`config.mk`:
```
export PLATFORM = sky130hd
export DESIGN_NAME = irq_ctrl_flat
export DESIGN_NICKNAME = d
export VERILOG_FILES = /design/src/rtl/irq_ctrl_pkg.sv /design/src/rtl/irq_ctrl_if.sv /design/src/rtl/irq_gateway.sv /design/src/rtl/irq_ctrl.sv /design/src/flat_wrapper.sv
export SDC_FILE = /design/constraint.sdc
export NUM_CORES = 1
export LEC_CHECK = 0
export CAP_MARGIN = 20
export CORE_MARGIN = 5
export CORE_UTILIZATION = 38
export DETAILED_ROUTE_END_ITERATION = 7
export PLACE_DENSITY = 0.63
export REMOVE_ABC_BUFFERS = 1
export SYNTH_ARGS = -nofsm -noshare
export SYNTH_HDL_FRONTEND = slang
export SYNTH_HIERARCHICAL = 1
export SYNTH_SLANG_ARGS = --single-unit
```
`constraint.sdc`:
```
create_clock -name clk -period 2 [get_ports clk]
set_clock_uncertainty 0.15 [all_clocks]
set_input_delay 0.6 -clock clk [delete_from_list [all_inputs] [get_ports clk]]
set_output_delay 0.6 -clock clk [all_outputs]
set_load 0.05 [all_outputs]
```
`src/rtl/irq_ctrl_pkg.sv`:
```
// irq_ctrl_pkg: register offsets, source-ID type and helpers shared by the interrupt controller.
package irq_ctrl_pkg;
  localparam logic [2:0] IRQ_OFF_PENDING = 3'd0;
  localparam logic [2:0] IRQ_OFF_ENABLE  = 3'd1;
  localparam logic [2:0] IRQ_OFF_MODE    = 3'd2;
  localparam logic [2:0] IRQ_OFF_CLAIM   = 3'd3;
  localparam logic [2:0] IRQ_OFF_SWSET   = 3'd4;
  localparam int         IRQ_MAX_SRC     = 31;
  localparam int         IRQ_ID_W        = $clog2(IRQ_MAX_SRC + 1);
  typedef logic [IRQ_ID_W-1:0] irq_id_t;
  localparam irq_id_t    IRQ_ID_NONE     = '0;
  // Source index i is exposed to software as ID i+1, keeping 0 for "none".
  function automatic irq_id_t irq_src_id(input int idx);
    return irq_id_t'(idx + 1);
  endfunction
endpackage

```
`src/rtl/irq_ctrl_if.sv`:
```
// irq_ctrl_if: single-cycle word bus between the cpu and the interrupt controller.
interface irq_ctrl_if;
  logic        bus_sel;
  logic        bus_we;
  logic [2:0]  bus_addr;
  logic [31:0] bus_wdata;
  logic [31:0] bus_rdata;
  modport master (output bus_sel, bus_we, bus_addr, bus_wdata, input bus_rdata);
  modport slave  (input bus_sel, bus_we, bus_addr, bus_wdata, output bus_rdata);
endinterface

```
`src/rtl/irq_gateway.sv`:
```
// irq_gateway: one source's synchroniser, edge/level trigger, pending latch and in-service gate.
module irq_gateway #(
  parameter int SYNC_STAGES = 2
) (
  input  logic clk,
  input  logic reset,
  input  logic src,
  input  logic mode,
  input  logic set_sw,
  input  logic claim,
  input  logic complete,
  output logic pending
);
  logic [SYNC_STAGES-1:0] sync_q, sync_d;
  logic                   prev_q, prev_d;
  logic                   pend_q, pend_d;
  logic                   insvc_q, insvc_d;
  logic                   s, trig;

  // Edge history tracks the line even while in service so a held line cannot re-trigger.
  always_comb begin
    sync_d  = {sync_q[SYNC_STAGES-2:0], src};
    s       = sync_q[SYNC_STAGES-1];
    prev_d  = s;
    trig    = (mode ? s & ~prev_q : s) | set_sw;
    pend_d  = claim ? 1'b0 : pend_q | (trig & ~insvc_q);
    insvc_d = claim ? 1'b1 : complete ? 1'b0 : insvc_q;
  end

  always_ff @(posedge clk or posedge reset) begin
    if (reset) begin
      sync_q  <= '0;
      prev_q  <= 1'b0;
      pend_q  <= 1'b0;
      insvc_q <= 1'b0;
    end else begin
      sync_q  <= sync_d;
      prev_q  <= prev_d;
      pend_q  <= pend_d;
      insvc_q <= insvc_d;
    end
  end

  assign pending = pend_q;
endmodule

```
`src/rtl/irq_ctrl.sv`:
```
// irq_ctrl: external interrupt controller with per-source gateways, fixed lowest-index priority
// and claim/complete over a word bus.
module irq_ctrl
  import irq_ctrl_pkg::*;
#(
  parameter int NUM_SRC     = 8,
  parameter int SYNC_STAGES = 2
) (
  input  logic               clk,
  input  logic               reset,
  input  logic [NUM_SRC-1:0] src_in,
  irq_ctrl_if.slave          bus,
  output logic               external_int,
  output irq_id_t            claim_id
);
  logic [NUM_SRC-1:0] pending, set_sw, claim, complete;
  logic [NUM_SRC-1:0] enable_q, enable_d, mode_q, mode_d;
  logic               ext_q, ext_d;
  logic               rd, wr, claim_rd;
  irq_id_t            win_id, claim_id_q, claim_id_d;
  logic [31:0]        rdata_q, rdata_d;

  for (genvar i = 0; i < NUM_SRC; i++) begin : g_src
    irq_gateway #(.SYNC_STAGES(SYNC_STAGES)) u_gw (
      .clk      (clk),
      .reset    (reset),
      .src      (src_in[i]),
      .mode     (mode_q[i]),
      .set_sw   (set_sw[i]),
      .claim    (claim[i]),
      .complete (complete[i]),
      .pending  (pending[i])
    );
  end

  assign rd       = bus.bus_sel & ~bus.bus_we;
  assign wr       = bus.bus_sel & bus.bus_we;
  assign claim_rd = rd && bus.bus_addr == IRQ_OFF_CLAIM;

  always_comb begin
    win_id = IRQ_ID_NONE;
    for (int j = NUM_SRC - 1; j >= 0; j--)
      if (pending[j] && enable_q[j]) win_id = irq_src_id(j);
  end

  // Completing an ID that is out of range or not in service matches no gateway and is ignored there.
  always_comb begin
    claim    = '0;
    complete = '0;
    for (int j = 0; j < NUM_SRC; j++) begin
      claim[j]    = claim_rd && win_id == irq_src_id(j);
      complete[j] = wr && bus.bus_addr == IRQ_OFF_CLAIM && bus.bus_wdata == 32'(j + 1);
    end
    set_sw     = (wr && bus.bus_addr == IRQ_OFF_SWSET) ? bus.bus_wdata[NUM_SRC-1:0] : '0;
    enable_d   = (wr && bus.bus_addr == IRQ_OFF_ENABLE) ? bus.bus_wdata[NUM_SRC-1:0] : enable_q;
    mode_d     = (wr && bus.bus_addr == IRQ_OFF_MODE) ? bus.bus_wdata[NUM_SRC-1:0] : mode_q;
    ext_d      = |(pending & enable_q);
    claim_id_d = (claim_rd && win_id != IRQ_ID_NONE) ? win_id : claim_id_q;
    rdata_d    = !rd                             ? 32'd0 :
                 bus.bus_addr == IRQ_OFF_PENDING ? 32'(pending) :
                 bus.bus_addr == IRQ_OFF_ENABLE  ? 32'(enable_q) :
                 bus.bus_addr == IRQ_OFF_MODE    ? 32'(mode_q) :
                 bus.bus_addr == IRQ_OFF_CLAIM   ? 32'(win_id) : 32'd0;
  end

  always_ff @(posedge clk or posedge reset) begin
    if (reset) begin
      enable_q   <= '0;
      mode_q     <= '0;
      ext_q      <= 1'b0;
      claim_id_q <= IRQ_ID_NONE;
      rdata_q    <= '0;
    end else begin
      enable_q   <= enable_d;
      mode_q     <= mode_d;
      ext_q      <= ext_d;
      claim_id_q <= claim_id_d;
      rdata_q    <= rdata_d;
    end
  end

  assign external_int  = ext_q;
  assign claim_id      = claim_id_q;
  assign bus.bus_rdata = rdata_q;
endmodule
```
`src/flat_wrapper.sv`:
```
// flat-port wrapper written by rule: the top's interface ports become plain ports
module irq_ctrl_flat import irq_ctrl_pkg::*;
#(
  parameter int NUM_SRC     = 8,
  parameter int SYNC_STAGES = 2
)
  (clk, reset, src_in, external_int, claim_id, bus_bus_sel, bus_bus_we, bus_bus_addr, bus_bus_wdata, bus_bus_rdata);
  irq_ctrl_if bus_i ();
  input  logic clk;
  input  logic reset;
  input  logic [NUM_SRC-1:0] src_in;
  output logic external_int;
  output irq_id_t claim_id;
  input wire logic [$bits(bus_i.bus_sel)-1:0] bus_bus_sel;
  input wire logic [$bits(bus_i.bus_we)-1:0] bus_bus_we;
  input wire logic [$bits(bus_i.bus_addr)-1:0] bus_bus_addr;
  input wire logic [$bits(bus_i.bus_wdata)-1:0] bus_bus_wdata;
  output wire logic [$bits(bus_i.bus_rdata)-1:0] bus_bus_rdata;
  assign bus_i.bus_sel = bus_bus_sel;
  assign bus_i.bus_we = bus_bus_we;
  assign bus_i.bus_addr = bus_bus_addr;
  assign bus_i.bus_wdata = bus_bus_wdata;
  assign bus_bus_rdata = bus_i.bus_rdata;
  irq_ctrl #(.NUM_SRC(NUM_SRC), .SYNC_STAGES(SYNC_STAGES)) u_core (.clk(clk), .reset(reset), .src_in(src_in), .bus(bus_i), .external_int(external_int), .claim_id(claim_id));
endmodule
```
Yosys cells after proc, flatten, opt, wreduce, memory -nomap -nowiden
Cells that the tools add are included.
{ "word_totals": {"register_bits": 94, "latchBits": 0, "ram_bits": 0, "romBits": 0, "in_bits": 47, "out_inout_bits": 38, "n_memories": 0} }
{ "op_classes": {"add_sub_neg": 0, "multipliers": 0, "div_mod_pow": 0, "order_cmp": 0, "eq_ne": 20, "n_shift": 0, "mux": 46, "n_bitwise": 52, "reduce_logical": 41} }
{ "ops": {"columns": ["op", "n"], "rows": [
  ["$eq 32x3->1 const B", 4],
  ["$mux 32", 4],
  ["$eq 32x2->1 const B", 2],
  ["$mux 4", 9],
  ["$eq 32x1->1 const B", 1],
  ["$eq 32x4->1 const B", 1],
  ["$mux 1", 32],
  ["$logic_and 1x1->1", 30],
  ["$and 1x1->1", 18],
  ["$not 1->1", 17],
  ["$eq 4x3->1 const B", 4],
  ["$or 1x1->1", 16],
  ["$reduce_bool 2->1", 8],
  ["$and 8x8->8", 1],
  ["$eq 4x2->1 const B", 2],
  ["$mux 8", 1],
  ["$reduce_or 8->1", 1],
  ["$eq 3x2->1 const B", 2],
  ["$reduce_bool 5->1", 1],
  ["$eq 4x1->1 const B", 1],
  ["$eq 4x4->1 const B", 1],
  ["$eq 3x1->1 const B", 1],
  ["$eq 3x3->1 const B", 1],
  ["$logic_not 3->1", 1]
]} }

Longest topological paths before layout
{ "logic_depth": {"word_depth": 14, "mapped_depth": 7, "ltp_nobuf": 6} }

By module
Netlist, hierarchy kept.
{ "by_module_without_submodules": {"columns": ["module", "instances", "cells_per_inst", "area_each_um2", "seq_area_each_um2"], "rows": [
  ["irq_ctrl", 1, 200, 1886.8, 725.7],
  ["irq_gateway", 8, 12, 172.7, 125.1]
]} }

Least setup slack after synthesis
Ideal clock, no wire load.
{ "synth_path": {"path_kind": "input-to-reg", "startpoint": "in bus_bus_wdata[4]", "endpoint": "reg u_core.g_src[4].u_gw.insvc_q", "setup_time_ns": 0.118, "arrival_time_ns": 1.825, "required_ns": 1.732, "path_slack_ns": -0.093, "stages": 6, "n_path_buf": 0, "cell_sequence": "or4_1 -> nor3b_1 -> nand3_1 -> nor2_1 -> inv_1 -> a21o_1"} }
{ "synth_via": {"elab_chain_cells": 3} }
{ "synth_rtl": {"columns": ["item", "line_no", "source"], "rows": [
  ["start: declaration", "flat_wrapper.sv:17", "input wire logic [$bits(bus_i.bus_wdata)-1:0] bus_bus_wdata;"],
  ["$eq 32x3->1", "irq_ctrl.sv:52", "complete[j] = wr && bus.bus_addr == IRQ_OFF_CLAIM && bus.bus_wdata == 32'(j + 1);"],
  ["$logic_and 1x1->1", "irq_ctrl.sv:52", null],
  ["via u_core.complete[4]", "irq_ctrl.sv:16", "logic [NUM_SRC-1:0] pending, set_sw, claim, complete;"],
  ["$reduce_bool 2->1 (no line)", null, null],
  ["end signal: assignment", "irq_gateway.sv:40", "insvc_q <= insvc_d;"],
  ["end: declaration", "irq_gateway.sv:17", "logic insvc_q, insvc_d;"]
]} }
The timed path passes the listed nets, and every way through them passes these cells.
A chain may end at the register's enable or synchronous reset.

Final worst setup path
{ "layout_path": {"startpoint": "in bus_bus_wdata[22]", "endpoint": "reg u_core.g_src[7].u_gw.insvc_q"} }
{ "layout_via": {"elab_chain_cells": 3} }
{ "layout_rtl": {"columns": ["item", "line_no"], "rows": [
  ["$eq 32x4->1", "irq_ctrl.sv:52"],
  ["$logic_and 1x1->1", "irq_ctrl.sv:52"],
  ["via u_core.complete[7]", "irq_ctrl.sv:16"],
  ["$reduce_bool 2->1 (no line)", null],
  ["end signal: assignment", "irq_gateway.sv:40"],
  ["end: declaration", "irq_gateway.sv:17"]
]} }
The timed path passes the listed nets, and every way through them passes these cells.

==> results.sh <==
export IMPL_worstSetupPathType="in -> reg"
export IMPL_synthAdderAreaFrac_pct=0
export IMPL_synth_most_common_cell="dfrtp_1"
export IMPL_place_area_sq_um=4180
export IMPL_dr_total_vias=2541
export IMPL_ys_types=44
export IMPL_drtPass1Iterations=4
export IMPL_yosys_area_top_type="dfrtp_1"
export IMPL_routed_wl_mm=8.07
export IMPL_arrival_ps=2040
export IMPL_crit_start="bus_bus_wdata[22]"
export IMPL_place_hpwl_mm=6.19
export IMPL_nFillCells=731
export IMPL_yosys_register_bits=69
export IMPL_post_cts_buffers=0
export IMPL_finalSetupViolCount=0
export IMPL_crit_path_start_kind="input port"
export IMPL_grt_pass1_wl_mm=12.8
export IMPL_ys_seq_area_share_pct=52.8
export IMPL_synth_compound_area_share_pct=15.9
export IMPL_cts_htree_levels=3
export IMPL_routedWlPerCell_microns=16.0
export IMPL_yosys_area_top_type_share_pct=52.8
export IMPL_crit_path_max_fanout=4
export IMPL_r2r_start="u_core/g_src[4].u_gw/pending$_DFF_PP0_"
export IMPL_drive_above_1_share_pct=29.1
export IMPL_cts_hold_buf=0
export IMPL_fp_coreArea_sq_um=8300
export IMPL_vias_per_cell=5.04
export IMPL_synth_edff_count=0
export IMPL_grt_pass1_vias=2581
export IMPL_leakagePower_uw=0.00228
export IMPL_fin_crit_ps=1950
export IMPL_cts_clk_slew_worst_paths_ps=70
export IMPL_synth_yosys_warnings=6
export IMPL_ys_top_cells_by_count="dfrtp_1, inv_1, buf_4"
export IMPL_drtAntennaViolNets=0
export IMPL_die_height_microns=103
export IMPL_overflow=0
export IMPL_io_pins=85
export IMPL_clock_root_buffer="clkbuf_8"
export IMPL_power_density_nw_per_um2=873
export IMPL_io_buffer_count=59
export IMPL_ys_flop_type="dfrtp_1"
export IMPL_n_antenna_cell=0
export IMPL_synth_top_family_by_area="compound AO/OA/AOI/OAI gates"
export IMPL_intPower_uw=2650
export IMPL_start_util_pct=39.4
export IMPL_grt_max_degree=30
export IMPL_peakVddDrop_mv=0.447
export IMPL_cap_violations=0
export IMPL_clk_latency_ps=350
export IMPL_rows=33
export IMPL_crit_required_ps=2090
export IMPL_netSwitchingFraction_pct=31.9
export IMPL_cts_buffer_depth=2
export IMPL_fmax_mhz=512
export IMPL_track_usage_pct=16.0
export IMPL_worstHoldStart="u_core/g_src[6].u_gw/sync_q[0]$_DFF_PP0_"
export IMPL_async_reset_ff_share_pct=100
export IMPL_cts_buffers=9
export IMPL_antenna_found_initial=0
export IMPL_die_area_sq_um=10600
export IMPL_outcome="completed"
export IMPL_cts_sinks=69
export IMPL_endpoint_kind="flop"
export IMPL_tritoncts="built"
export IMPL_switchingPower_uw=1240
export IMPL_dr_first_iter_drc_count=119
export IMPL_die_w_microns=103
export IMPL_synthMuxAreaShare_pct=6.51
export IMPL_clock_power_share_pct=28.0
export IMPL_synthSimpleGateAreaFrac_pct=14.8
export IMPL_whs_ps=199
export IMPL_synthCells=296
export IMPL_nets=441
export IMPL_drv_slew=0
export IMPL_syn_to_final_growth_pct=36.6
export IMPL_power_frac_seq_pct=45.4
export IMPL_routabilityCongestion=0.905
export IMPL_synth_xor_area_share_pct=0
export IMPL_syn_area_sq_um=3270
export IMPL_timing_hold_worst_class="reg -> reg"
export IMPL_fin_area_sq_um=4470
export IMPL_drc_errors=0
export IMPL_syn_area_per_cell_sq_um=11.0
export IMPL_hold_viol=0
export IMPL_synth_area_top_cells="dfrtp_1, mux2_2, buf_4"
export IMPL_fin_crit_sh_pct=97.6
export IMPL_power_frac_comb_pct=26.5
## worst paths after layout
| path | end | slack, ps | cells past startpoint |
|---|---|---|---|
| max | u_core/g_src[7].u_gw/insvc_q$_DFFE_PP0P_ | 50 | 7 |
| min | u_core/g_src[6].u_gw/sync_q[1]$_DFF_PP0_ | 200 | 0 |
| max reg2reg | u_core/g_src[4].u_gw/insvc_q$_DFFE_PP0P_ | 140 | 6 |
| min reg2reg | u_core/g_src[6].u_gw/sync_q[1]$_DFF_PP0_ | 200 | 0 |
| max in group asynchronous | u_core/mode_q[5]$_DFFE_PP0P_ | 770 | 3 |
| min in group asynchronous | u_core/g_src[0].u_gw/insvc_q$_DFFE_PP0P_ | 610 | 2 |
## cell type report
class	instances	area (sq um)	area share (%)
Sequential cell	69	1730	38.7
Multi-Input combinational cell	192	1400	31.4
Timing Repair Buffer	94	908	20.3
Clock buffer	16	190	4.26
Tap cell	105	131	2.94
Inverter	28	105	2.35
## sequential cells by signal, summed over array words and instances, names as in the netlist
register,count
u_core/g_src.u_gw/pending,8
u_core/claim_id,4
u_core/external_int,1
u_core/mode_q,8
u_core/g_src.u_gw/sync_q,16
u_core/g_src.u_gw/insvc_q,8
u_core/enable_q,8
u_core/bus.bus_rdata,8
u_core/g_src.u_gw/prev_q,8
## worst max-delay path, stage by stage
cell             delay [ps]
clkdlybuf4s50_1         410
nor4_2                  140
and4_1                  250
nor2b_4                 180
and4_1                  230
inv_2                    50
a21o_1                  180
## stage by stage
| step | setup TNS, ps | utilization (%) | power (uW) | setup WS [ps] | cells |
|---|---|---|---|---|---|
| 2_1_floorplan | -298 | - | 2340 | -93.1 | 289 |
| 3_3_place_gp | -16670 | 50.4 | 2790 | -718 | 488 |
| 3_5_place_dp | -17570 | 50.4 | 2820 | -728 | 488 |
| 4_1_cts | 0 | 53.0 | 3910 | 0.564 | 504 |
| 5_1_grt | -99.4 | 53.8 | 4080 | -60.8 | 504 |
| 6_report | 0 | 53.8 | 3900 | 48.7 | 504 |
## power groups by stage
| stage | clock, uW | sequential [uW] | combinational, uW |
|---|---|---|---|
| 6_report | 1090 | 1770 | 1030 |
| 5_1_grt | 1170 | 1800 | 1100 |
| 4_1_cts | 1120 | 1770 | 1030 |
| 3_5_place_dp | 0 | 1790 | 1020 |
| 3_3_place_gp | 0 | 1780 | 1010 |
| 2_1_floorplan | 0 | 1860 | 484 |
## cells in the final DEF (no fill, tap or decap), types with 3 or more instances in the layout
cell             netlist  final
mux2_2                18     18
dlymetal6s2s_1         0     14
nor3_2                 0      3
a21bo_1                8      8
a221oi_1               4      4
a221oi_2               8      8
dlygate4sd2_1          0     12
o21ai_0                7      6
nor2b_1                4      3
inv_1                 28     27
nor2_1                21     19
buf_4                 26     41
a22o_1                 3      3
nand3_1                6      4
a31oi_1                3      3
clkdlybuf4s50_1        0     15
dfrtp_1               69     69
clkbuf_1               3      3
nand4_1                3      3
a21o_1                10     10
clkbuf_8               0     13
clkbuf_2               0      4
nor4_2                 0      4
nand2_1               15     15
and3_1                 4      4
nor3_1                 8      5
and2_1                11     10
conb_1                 1     25
buf_12                 0      7
## cells by family after synthesis
family	Yosys count
simple gates	89
other cells	1
compound gates	59
flops	69
buf+inv	59
mux	19
## metal layers
| metal | vias up | global-route usage (%) | routed length (microns) |
|---|---|---|---|
| li1 | 1189 | - | - |
| met1 | 1227 | 21.3 | 3580 |
| met2 | 112 | 25.5 | 3730 |
| met3 | 13 | 3.18 | 601 |
| met4 | 0 | 7.37 | 157 |
| met5 | - | 0 | 0 |
## repair_timing
item                       CTS  global route
gates cloned                 0             0
hold endpoints to repair     0             0
pin swaps                   16            16
setup endpoints to repair   24            17
gates resized for setup     31            33
Note: power is estimated with default switching activity, not from simulation.
